$ cat config.mk
export PLATFORM = sky130hd
export DESIGN_NAME = fence_unit
export DESIGN_NICKNAME = d
export VERILOG_FILES = /design/src/rtl/fence_unit.sv
export SDC_FILE = /design/constraint.sdc
export NUM_CORES = 1
export LEC_CHECK = 0
export ABC_AREA = 1
export CORE_ASPECT_RATIO = 0.9
export CORE_MARGIN = 2
export CORE_UTILIZATION = 52
export CTS_CLUSTER_DIAMETER = 50
export DETAILED_ROUTE_END_ITERATION = 10
export PLACE_DENSITY = 0.81
export SYNTH_ARGS = -nofsm -noshare
export SYNTH_HDL_FRONTEND = slang
export SYNTH_SLANG_ARGS = --single-unit
$ cat constraint.sdc
create_clock -name clk_i -period 2.6 [get_ports clk_i]
set_clock_uncertainty 0.15 [all_clocks]
set_input_delay 0.26 -clock clk_i [delete_from_list [all_inputs] [get_ports clk_i]]
set_output_delay 0.26 -clock clk_i [all_outputs]
set_load 0.02 [all_outputs]
$ cat src/rtl/fence_unit.sv
// fence_unit: sequential executor for FENCE, FENCE.TSO and FENCE.I.
// Drains the store buffer and outstanding loads, optionally writes back the
// D-cache, invalidates the I-cache and requests a refetch before reporting
// completion to the scoreboard.
module fence_unit #(
    parameter int TRANS_ID_BITS  = 3,
    parameter bit DCACHE_WB      = 1'b1,
    parameter int TIMEOUT_CYCLES = 1024,
    parameter int CNT_BITS       = 11
) (
    input  logic                     clk_i,
    input  logic                     rst_ni,
    input  logic                     flush_i,
    input  logic                     fence_valid_i,
    output logic                     fence_ready_o,
    input  logic [1:0]               fence_op_i,
    input  logic [3:0]               pred_i,
    input  logic [3:0]               succ_i,
    input  logic [TRANS_ID_BITS-1:0] trans_id_i,
    input  logic                     sb_empty_i,
    input  logic                     ld_pending_i,
    output logic                     dc_flush_req_o,
    input  logic                     dc_flush_ack_i,
    output logic                     ic_flush_o,
    output logic                     flush_pipeline_o,
    output logic                     done_valid_o,
    output logic [TRANS_ID_BITS-1:0] done_trans_id_o,
    output logic                     done_ex_o
);

    typedef enum logic [2:0] {
        S_IDLE, S_DRAIN, S_DC_FLUSH, S_IC_FLUSH, S_DONE
    } state_e;

    typedef enum logic [1:0] {
        OP_FENCE     = 2'b00,
        OP_FENCE_I   = 2'b01,
        OP_FENCE_TSO = 2'b10,
        OP_ILLEGAL   = 2'b11
    } op_e;

    // Last counter value before giving up; unused when the timeout is disabled.
    localparam logic [CNT_BITS-1:0] TO_LAST = CNT_BITS'(TIMEOUT_CYCLES - 1);

    state_e                   r_state;
    op_e                      r_op;
    logic [3:0]               r_pred;
    logic [TRANS_ID_BITS-1:0] r_id;
    logic                     r_ex;
    logic                     r_abort;
    logic [CNT_BITS-1:0]      r_cnt;

    state_e                   w_state_nxt;
    logic                     w_ex_nxt;
    logic                     w_abort_nxt;
    logic [CNT_BITS-1:0]      w_cnt_nxt;
    logic                     w_accept;
    logic                     w_need_st;
    logic                     w_need_ld;
    logic                     w_drained;
    logic                     w_timeout;
    logic                     w_kill_dc;

    // A flush in the same cycle as a request drops that request.
    assign w_accept = fence_valid_i && (r_state == S_IDLE) && !flush_i;

    // pred = {I,O,R,W}: stores cover W/O, loads cover R/I; TSO and FENCE.I drain both.
    assign w_need_st = r_pred[0] | r_pred[2] | (r_op != OP_FENCE);
    assign w_need_ld = r_pred[1] | r_pred[3] | (r_op != OP_FENCE);
    assign w_drained = (!w_need_st || sb_empty_i) && (!w_need_ld || !ld_pending_i);
    assign w_timeout = (TIMEOUT_CYCLES != 0) && (r_cnt == TO_LAST);

    // A kill seen at any point during the write-back handshake is remembered.
    assign w_kill_dc = r_abort | flush_i;

    // State register plus the operands latched at accept time.
    always_ff @(posedge clk_i or negedge rst_ni) begin
        if (!rst_ni) begin
            r_state <= S_IDLE;
            r_op    <= OP_FENCE;
            r_pred  <= '0;
            r_id    <= '0;
            r_ex    <= 1'b0;
            r_abort <= 1'b0;
            r_cnt   <= '0;
        end else begin
            // NOTE: non-blocking assignments keep every register sampling pre-edge values.
            r_state <= w_state_nxt;
            r_ex    <= w_ex_nxt;
            r_abort <= w_abort_nxt;
            r_cnt   <= w_cnt_nxt;
            if (w_accept) begin
                r_op   <= op_e'(fence_op_i);
                r_pred <= pred_i;
                r_id   <= trans_id_i;
            end
        end
    end

    // Next-state, exception flag, abort flag and timeout counter.
    always_comb begin
        // NOTE: defaults first so no path leaves a variable unassigned (no latches).
        w_state_nxt = r_state;
        w_ex_nxt    = r_ex;
        w_abort_nxt = r_abort;
        unique case (r_state)
            S_IDLE: begin
                w_abort_nxt = 1'b0;
                if (w_accept) begin
                    w_ex_nxt = 1'b0;
                    if (fence_op_i == OP_ILLEGAL) begin
                        w_state_nxt = S_DONE;
                        w_ex_nxt    = 1'b1;
                    end else if (fence_op_i == OP_FENCE &&
                                 (pred_i == 4'b0000 || succ_i == 4'b0000)) begin
                        w_state_nxt = S_DONE;
                    end else begin
                        w_state_nxt = S_DRAIN;
                    end
                end
            end
            S_DRAIN: begin
                if (flush_i) begin
                    w_state_nxt = S_IDLE;
                end else if (w_drained) begin
                    if (r_op == OP_FENCE_I) begin
                        w_state_nxt = DCACHE_WB ? S_DC_FLUSH : S_IC_FLUSH;
                    end else begin
                        w_state_nxt = S_DONE;
                    end
                end else if (w_timeout) begin
                    w_state_nxt = S_DONE;
                    w_ex_nxt    = 1'b1;
                end
            end
            S_DC_FLUSH: begin
                // The write-back handshake always runs to ack or timeout.
                w_abort_nxt = w_kill_dc;
                if (dc_flush_ack_i) begin
                    w_state_nxt = w_kill_dc ? S_IDLE : S_IC_FLUSH;
                end else if (w_timeout) begin
                    w_state_nxt = w_kill_dc ? S_IDLE : S_DONE;
                    w_ex_nxt    = 1'b1;
                end
            end
            S_IC_FLUSH: begin
                w_state_nxt = flush_i ? S_IDLE : S_DONE;
            end
            S_DONE: begin
                w_state_nxt = S_IDLE;
            end
            default: begin
                w_state_nxt = S_IDLE;
            end
        endcase

        // Counter restarts on entry to a waiting state and counts while there.
        if (w_state_nxt != r_state &&
            (w_state_nxt == S_DRAIN || w_state_nxt == S_DC_FLUSH)) begin
            w_cnt_nxt = '0;
        end else if (r_state == S_DRAIN || r_state == S_DC_FLUSH) begin
            w_cnt_nxt = r_cnt + 1'b1;
        end else begin
            w_cnt_nxt = '0;
        end
    end

    // Moore outputs decoded from the current state.
    always_comb begin
        fence_ready_o    = (r_state == S_IDLE);
        dc_flush_req_o   = (r_state == S_DC_FLUSH);
        ic_flush_o       = (r_state == S_IC_FLUSH);
        done_valid_o     = (r_state == S_DONE);
        done_trans_id_o  = (r_state == S_DONE) ? r_id : '0;
        done_ex_o        = (r_state == S_DONE) && r_ex;
        flush_pipeline_o = (r_state == S_DONE) && (r_op == OP_FENCE_I) && !r_ex;
    end

endmodule

==> results of run 1 <==
[layer usage]
layer	vias up	GRT usage (%)	part of all wire, %
met3	4	4.33	3.9
li1	671	-	-
met4	0	6.82	1.5
met2	24	31.5	49
met5	-	0	0
met1	591	24.6	46
[logic make-up after synthesis]
| group | count (synthesis) |
|---|---|
| DFF | 25 |
| AOI/OAI and AO/OA | 29 |
| and+or+nand+nor | 105 |
| adders and majority gates | 1 |
| xor gates and xnor gates | 1 |
| buffers and inverters | 37 |
[sequential cells by signal (all words and copies together), names as in the netlist]
name / cells
r_abort: 1
r_cnt: 11
r_ex: 1
r_id: 3
r_op: 2
r_pred: 4
r_state: 3
[worst min path at each step]
stage | start | endpoint | depth (start not counted)
3_3_place_gp | r_pred[2] | r_pred[2] | 2
4_1_cts | rst_ni | r_cnt[3] | 2
5_1_grt | rst_ni | r_cnt[3] | 2
3_5_place_dp | r_pred[0] | r_pred[0] | 2
6_report | rst_ni | r_cnt[5] | 2
2_1_floorplan | rst_ni | r_abort | 0
[metrics by stage]
step / cells / hold WS [ps] / worst slack [ps] / cell area (um2) / total power, uW
5_1_grt: 259 / 128 / 67.6 / 1770 / 888
3_5_place_dp: 255 / 314 / 494 / 1740 / 669
2_1_floorplan: 198 / -186 / 506 / 1430 / 587
3_3_place_gp: 255 / 307 / 537 / 1740 / 663
4_1_cts: 259 / 132 / 193 / 1770 / 844
6_report: 259 / 126 / 257 / 1770 / 834
[worst reg2reg max path, cell delays in order, from the launching register on]
cell	delay, ps
dfrtp_1	400
ha_1	180
nand2_1	100
nor2_4	180
nand3_4	130
nand2_2	90
nand2_1	50
clkinv_1	40
nor2_1	40
o21bai_2	380
nand2_1	130
inv_2	60
[placed cells by master, fill, tap and decap left out, drive strengths merged, types with 2 or more instances in the layout]
| cell type | count |
|---|---|
| a21oi | 13 |
| nand2 | 59 |
| clkinv | 2 |
| nor3 | 5 |
| o21ai | 12 |
| nand3 | 7 |
| clkbuf | 3 |
| clkdlybuf4s50 | 28 |
| inv | 34 |
| dfrtp | 25 |
| nor2 | 32 |
[repair_timing]
item | 4_1_cts | 5_1_grt
hold buffers | 0 | 0
buffers inserted | 0 | 0
gates resized for setup | 0 | 1
endpoints found under the setup margin | 0 | 1
[area by class of cell]
class	instances	area [um2]
timing repair buffer	29	288
clock inverter	1	5.00
sequential	25	626
clock buffer	3	22.5
multi-input combinational	136	662
tap	30	37.5
inverter	35	131
fill	246	908
[report_power, final]
| part | total [uW] | internal [uW] | switching [uW] |
|---|---|---|---|
| logic | 205 | 83.9 | 121 |
| registers | 455 | 431 | 23.7 |
| clock network | 174 | 57.7 | 116 |
==> run summary, run 1 <==
Distinct cell type count after synthesis: 24
Hold Fails Final Rpt: 0
Worst setup path end: flush_pipeline_o
# rows: 18
Worst R2R Start: r_cnt[0]
Syn Std Cell Area: 0.00143 mm2
Post-synthesis xor/xnor area fraction: 0.613%
Via count: 1290
CP Data Arrival Time: 1930 ps
Clk buf depth: 2
Mapped Cells: 198
Wire length per cell: 10.8 um
Synthesis Warnings: 0
CP Data Required Time: 2190 ps
Synth area leaders: dfrtp_1 44%, nand2_1 15%, inv_1 7.6%, nor2_1 6.8%, a21oi_1 4.6%
Die H: 53.7 um
Outcome: completed
# setup viols final: 0
Delay-heaviest family, CP: buffers and inverters
Fin Setup TNS: 0 ps
Critical path, cell by cell: nor3_2 > inv_1 > nor3_1 > clkdlybuf4s50_1
Via density: 4.98
Vias in the first global route: 1131
CTS sink count: 25
Buf/Inv on CP: 2
Cell taking the most area after synthesis: dfrtp_1
CP Launch Type: register
Register clock-pin slew on the reported worst setup and hold paths: 130 ps
First-pass GRT wire length: 4570 um
# IOs: 29
Fin crit period: 2340 ps
Asr flop ratio synth: 100%
Seq cells post-synth: 25
Die width: 59.3 um
Number of remaining DRC errors: 0
Largest family of logic cells by synthesized area: simple AND/OR/NAND/NOR gates
Maxcap violations: 0
Sequential-to-total area share from yosys stat: 43.8%
Layout cells sized above 1: 10.0%
Final Cycle Share: 90.1%
Adder-cell share of the synthesized area: 0.876%
Lkg Pwr: 0.000895 uW
RSZ-0062 raised after global routing: no
CTS Buf Count: 3
Initial DRC count: 34
Area grow syn2layout: 24.0%
Initial core utilization: 53.3%
Fin nets: 251
Fraction of synthesized area in multiplexers: 0%
Post-route antenna net violation count: 0
Tightest Hold Check Type: in -> async
EDFF count, synth: 0
PD cells: 471 mW/mm2
CP max-delay cell: clkdlybuf4s50_1
Placer congestion estimate: 0.866
Area share of the largest cell type after synthesis: 43.8%
PortBufs: 28
Complex-gate fraction of the synthesized area: 11.2%
Worst R2R Path Depth: 11
Crit path depth: 4
ANT cells: 0
Worst Setup SP: r_state[0]
Post-synth top cells: 56 x nand2_1, 29 x inv_1, 26 x nor2_1
Latest clock arrival within the worst-skew pair: 320 ps
Dominant cell by count in the synthesized netlist: nand2_1
Crit-path max cell delay: 630 ps
Max Slew Vio Count: 0
Peak supply drop: 353 uV
Drt first pass iters: 4
Average cell area after synthesis: 7.22 um2
CP Max Fanout: 5
Worst slew margin: 71.2%
Die area: 0.00318 mm2
Root Buffer: clkbuf_4
Post-Route Utilization: 66.1%
Worst Tran Pin Value: 432 ps
Simple-gate share of the synthesized area: 33.3%
H-tree level count: 1
Antenna violations before repair: 0
Main synth FF type: dfrtp_1
Synthesized Nets: 219
Largest net degree at the start of global routing: 26
Core area: 0.00268 mm2
Reg-to-Reg End: r_cnt[0]
Setup CP Type: reg -> out
Achievable frequency: 427 MHz
Worst setup EP type: primary output
DP HPWL: 2240 um
Final WL: 2790 um
FF-to-FF setup slack: 640 ps
TritonCTS clock tree: done
GRT Resource Usage Total: 19.1%
Total gr overflow: 0
Power figures use the tool's default switching activity.
==> run 2, diff against run 1 <==
CORE_MARGIN = unset   (was 2)
CTS_CLUSTER_SIZE = 20   (was unset)
PLACE_DENSITY = unset   (was 0.81)
PLACE_DENSITY_LB_ADDON = 0.3   (was unset)
==> run 2 against run 1 <==
  * The run now ends with DRC left
  * Largest power group unchanged
  * Hold slack gained 5.3 ps
  * Global-route usage grew 4.8 points
  * Combinational power is essentially flat
  * Sequential power is essentially flat
  * Register-to-register slack lost 40 ps
==> run summary, run 2 (synthesis results as in run 1) <==
Outcome: finished, violations left
Failing checks: DRC
Die width: 57.3 um (-3.4%)
Latest clock arrival within the worst-skew pair: 320 ps (about the same)
Largest net degree at the start of global routing: 26 (unchanged)
Number of remaining DRC errors: 3 (+3)
Worst Tran Pin Value: 419 ps (-12.9 ps)
PD cells: 477 mW/mm2 (+1.4%)
Tightest Hold Check Type: in -> async
Achievable frequency: 402 MHz (-5.8%)
Sw frac: 31.9% (+0.60 points)
Internal power: 574 uW (+0.21%)
Register clock-pin slew on the reported worst setup and hold paths: 140 ps (about the same)
Via count: 1319 (+2.2%)
Busiest grt layer: met2
Final Cell Area: 0.00177 mm2 (-0.28%)
Post-Route Utilization: 69.8% (+3.7 points)
CP Launch Type: register
Dpl cell area: 0.00174 mm2 (-0.14%)
Net Sw Power: 269 uW (+3.0%)
Most common cell after layout, fill and taps aside: nand2_1
Clock share of power: 21.3% (+0.5 points)
Maxcap violations: 0 (unchanged)
Wire length per cell: 11.9 um (+9.9%)
GRT met1 Usage: 29.6% (+5.0 points)
Met3 GRT Util: 4.73% (+0.40 points)
Root Buffer: clkbuf_4
TritonCTS clock tree: done
Fin nets: 251 (unchanged)
Via density: 5.13 (+3.0%)
CTS Buf Count: 3 (unchanged)
Vias in the first global route: 1305 (+15%)
Drt first pass iters: 8 (+4)
Core area: 0.00253 mm2 (-5.6%)
ANT cells: 0 (unchanged)
H-tree level count: 1 (unchanged)
Antenna violations before repair: 0 (unchanged)
RSZ-0062 raised after global routing: no
Post-route insts no fill: 257 (-0.77%)
Combinational share of power: 24.6% (about the same)
Worst setup EP type: primary output
Max Slew Vio Count: 0 (unchanged)
Clk buf depth: 2 (unchanged)
Final WL: 3050 um (+9.1%)
Setup CP Type: reg -> out
Final Cycle Share: 95.7% (+5.5 points)
Worst slew margin: 72.1% (+0.86 points)
Layout cells sized above 1: 9.61% (-0.44 points)
CP Data Required Time: 2190 ps (about the same)
CTS sink count: 25 (unchanged)
Die H: 51.7 um (-3.7%)
Fin Setup TNS: 0 ps (unchanged)
CP Max Fanout: 5 (unchanged)
# setup viols final: 0 (unchanged)
Seq pwr share: 54.2% (-0.3 points)
Post-route antenna net violation count: 0 (unchanged)
Placed Cells: 253 (-0.78%)
Fin crit period: 2490 ps (+144 ps)
# resized after CTS: 0 (unchanged)
# rows: 17 (-1)
Initial core utilization: 56.5% (+3.1 points)
Post-CTS Hold Fix Bufs: 0 (unchanged)
Max reg flops: 11 (unchanged)
Worst Setup SP: r_state[0]
PortBufs: 28 (unchanged)
# IOs: 29 (unchanged)
Met2 Usage GRT: 42.4% (+11 points)
First-pass GRT wire length: 5430 um (+19%)
Peak supply drop: 413 uV (+17%)
Area grow syn2layout: 23.6%
Die area: 0.00296 mm2 (-7.0%)
Initial DRC count: 60 (+76%)
Top reg by flops: r_cnt
Filler Cells Inserted: 216 (-12%)
Most frequent cells in the layout: 56 x nand2_1, 29 x inv_1, 28 x clkdlybuf4s50_1
GRT Resource Usage Total: 23.9% (+4.8 points)
CP Data Arrival Time: 2080 ps (+150 ps)
Placer congestion estimate: 0.884 (+2.0%)
Worst R2R Start: r_cnt[0]
Total gr overflow: 0 (unchanged)
Largest registers: r_cnt (11), r_pred (4)
Hold Fails Final Rpt: 0 (unchanged)
Lkg Pwr: 0.000887 uW (-0.85%)
DP HPWL: 2460 um (+9.8%)
Post-CTS setup buffer count: 0 (unchanged)
run 2: changes by cell type in the layout (fill, tap and decap cells not counted):
cell        delta
clkinv_2       -1
clkinvlp_4     +1
nor3_1         +1
nor3_2         -1
run 2: per-layer routing:
metal | vias up | wire length [um]
met2 | 34 | 1490
li1 | 667 | -
met4 | 0 | 17
met5 | - | 0
met1 | 616 | 1410
met3 | 2 | 134
run 2: final timing paths:
check | endpoint | slack (ps) | cells after the start
max reg2reg | r_cnt[5] | 600 | 11
min in group clk_i | r_pred[0] | 340 | 2
min | r_ex | 130 | 2
max in group asynchronous | r_cnt[0] | 1930 | 2
min reg2reg | r_pred[0] | 340 | 2
max | flush_pipeline_o | 110 | 4
run 2: stage by stage:
step | total power, uW | worst slack, ps | hold WS [ps]
global placement | 661 | 487 | 303
global route | 895 | 0.691 | 163
floorplan | 587 | 506 | -186
finish | 843 | 113 | 131
CTS | 848 | 126 | 146
detailed placement | 672 | 469 | 311
run 2: power by group through the flow:
stage,sequential [uW],clock (uW),combinational (uW)
floorplan,457,0,130
detailed placement,464,0,207
global route,462,196,237
finish,457,179,207
global placement,461,0,200
CTS,456,183,208
run 2: cell type report:
type / instances / area, um2 / share of cell area (%)
Tap cell: 28 / 35.0 / 1.98
Clock buffer: 3 / 22.5 / 1.27
Clock inverter: 1 / 7.51 / 0.425
Sequential cell: 25 / 626 / 35.4
Inverter: 35 / 131 / 7.44
Multi-Input combinational cell: 136 / 657 / 37.2
Timing Repair Buffer: 29 / 288 / 16.3
run 2: worst max-delay path, stage by stage, from the launching register on:
cell	delay [ps]
dfrtp_1	490
nor3_1	320
inv_1	160
nor3_1	150
clkdlybuf4s50_1	630
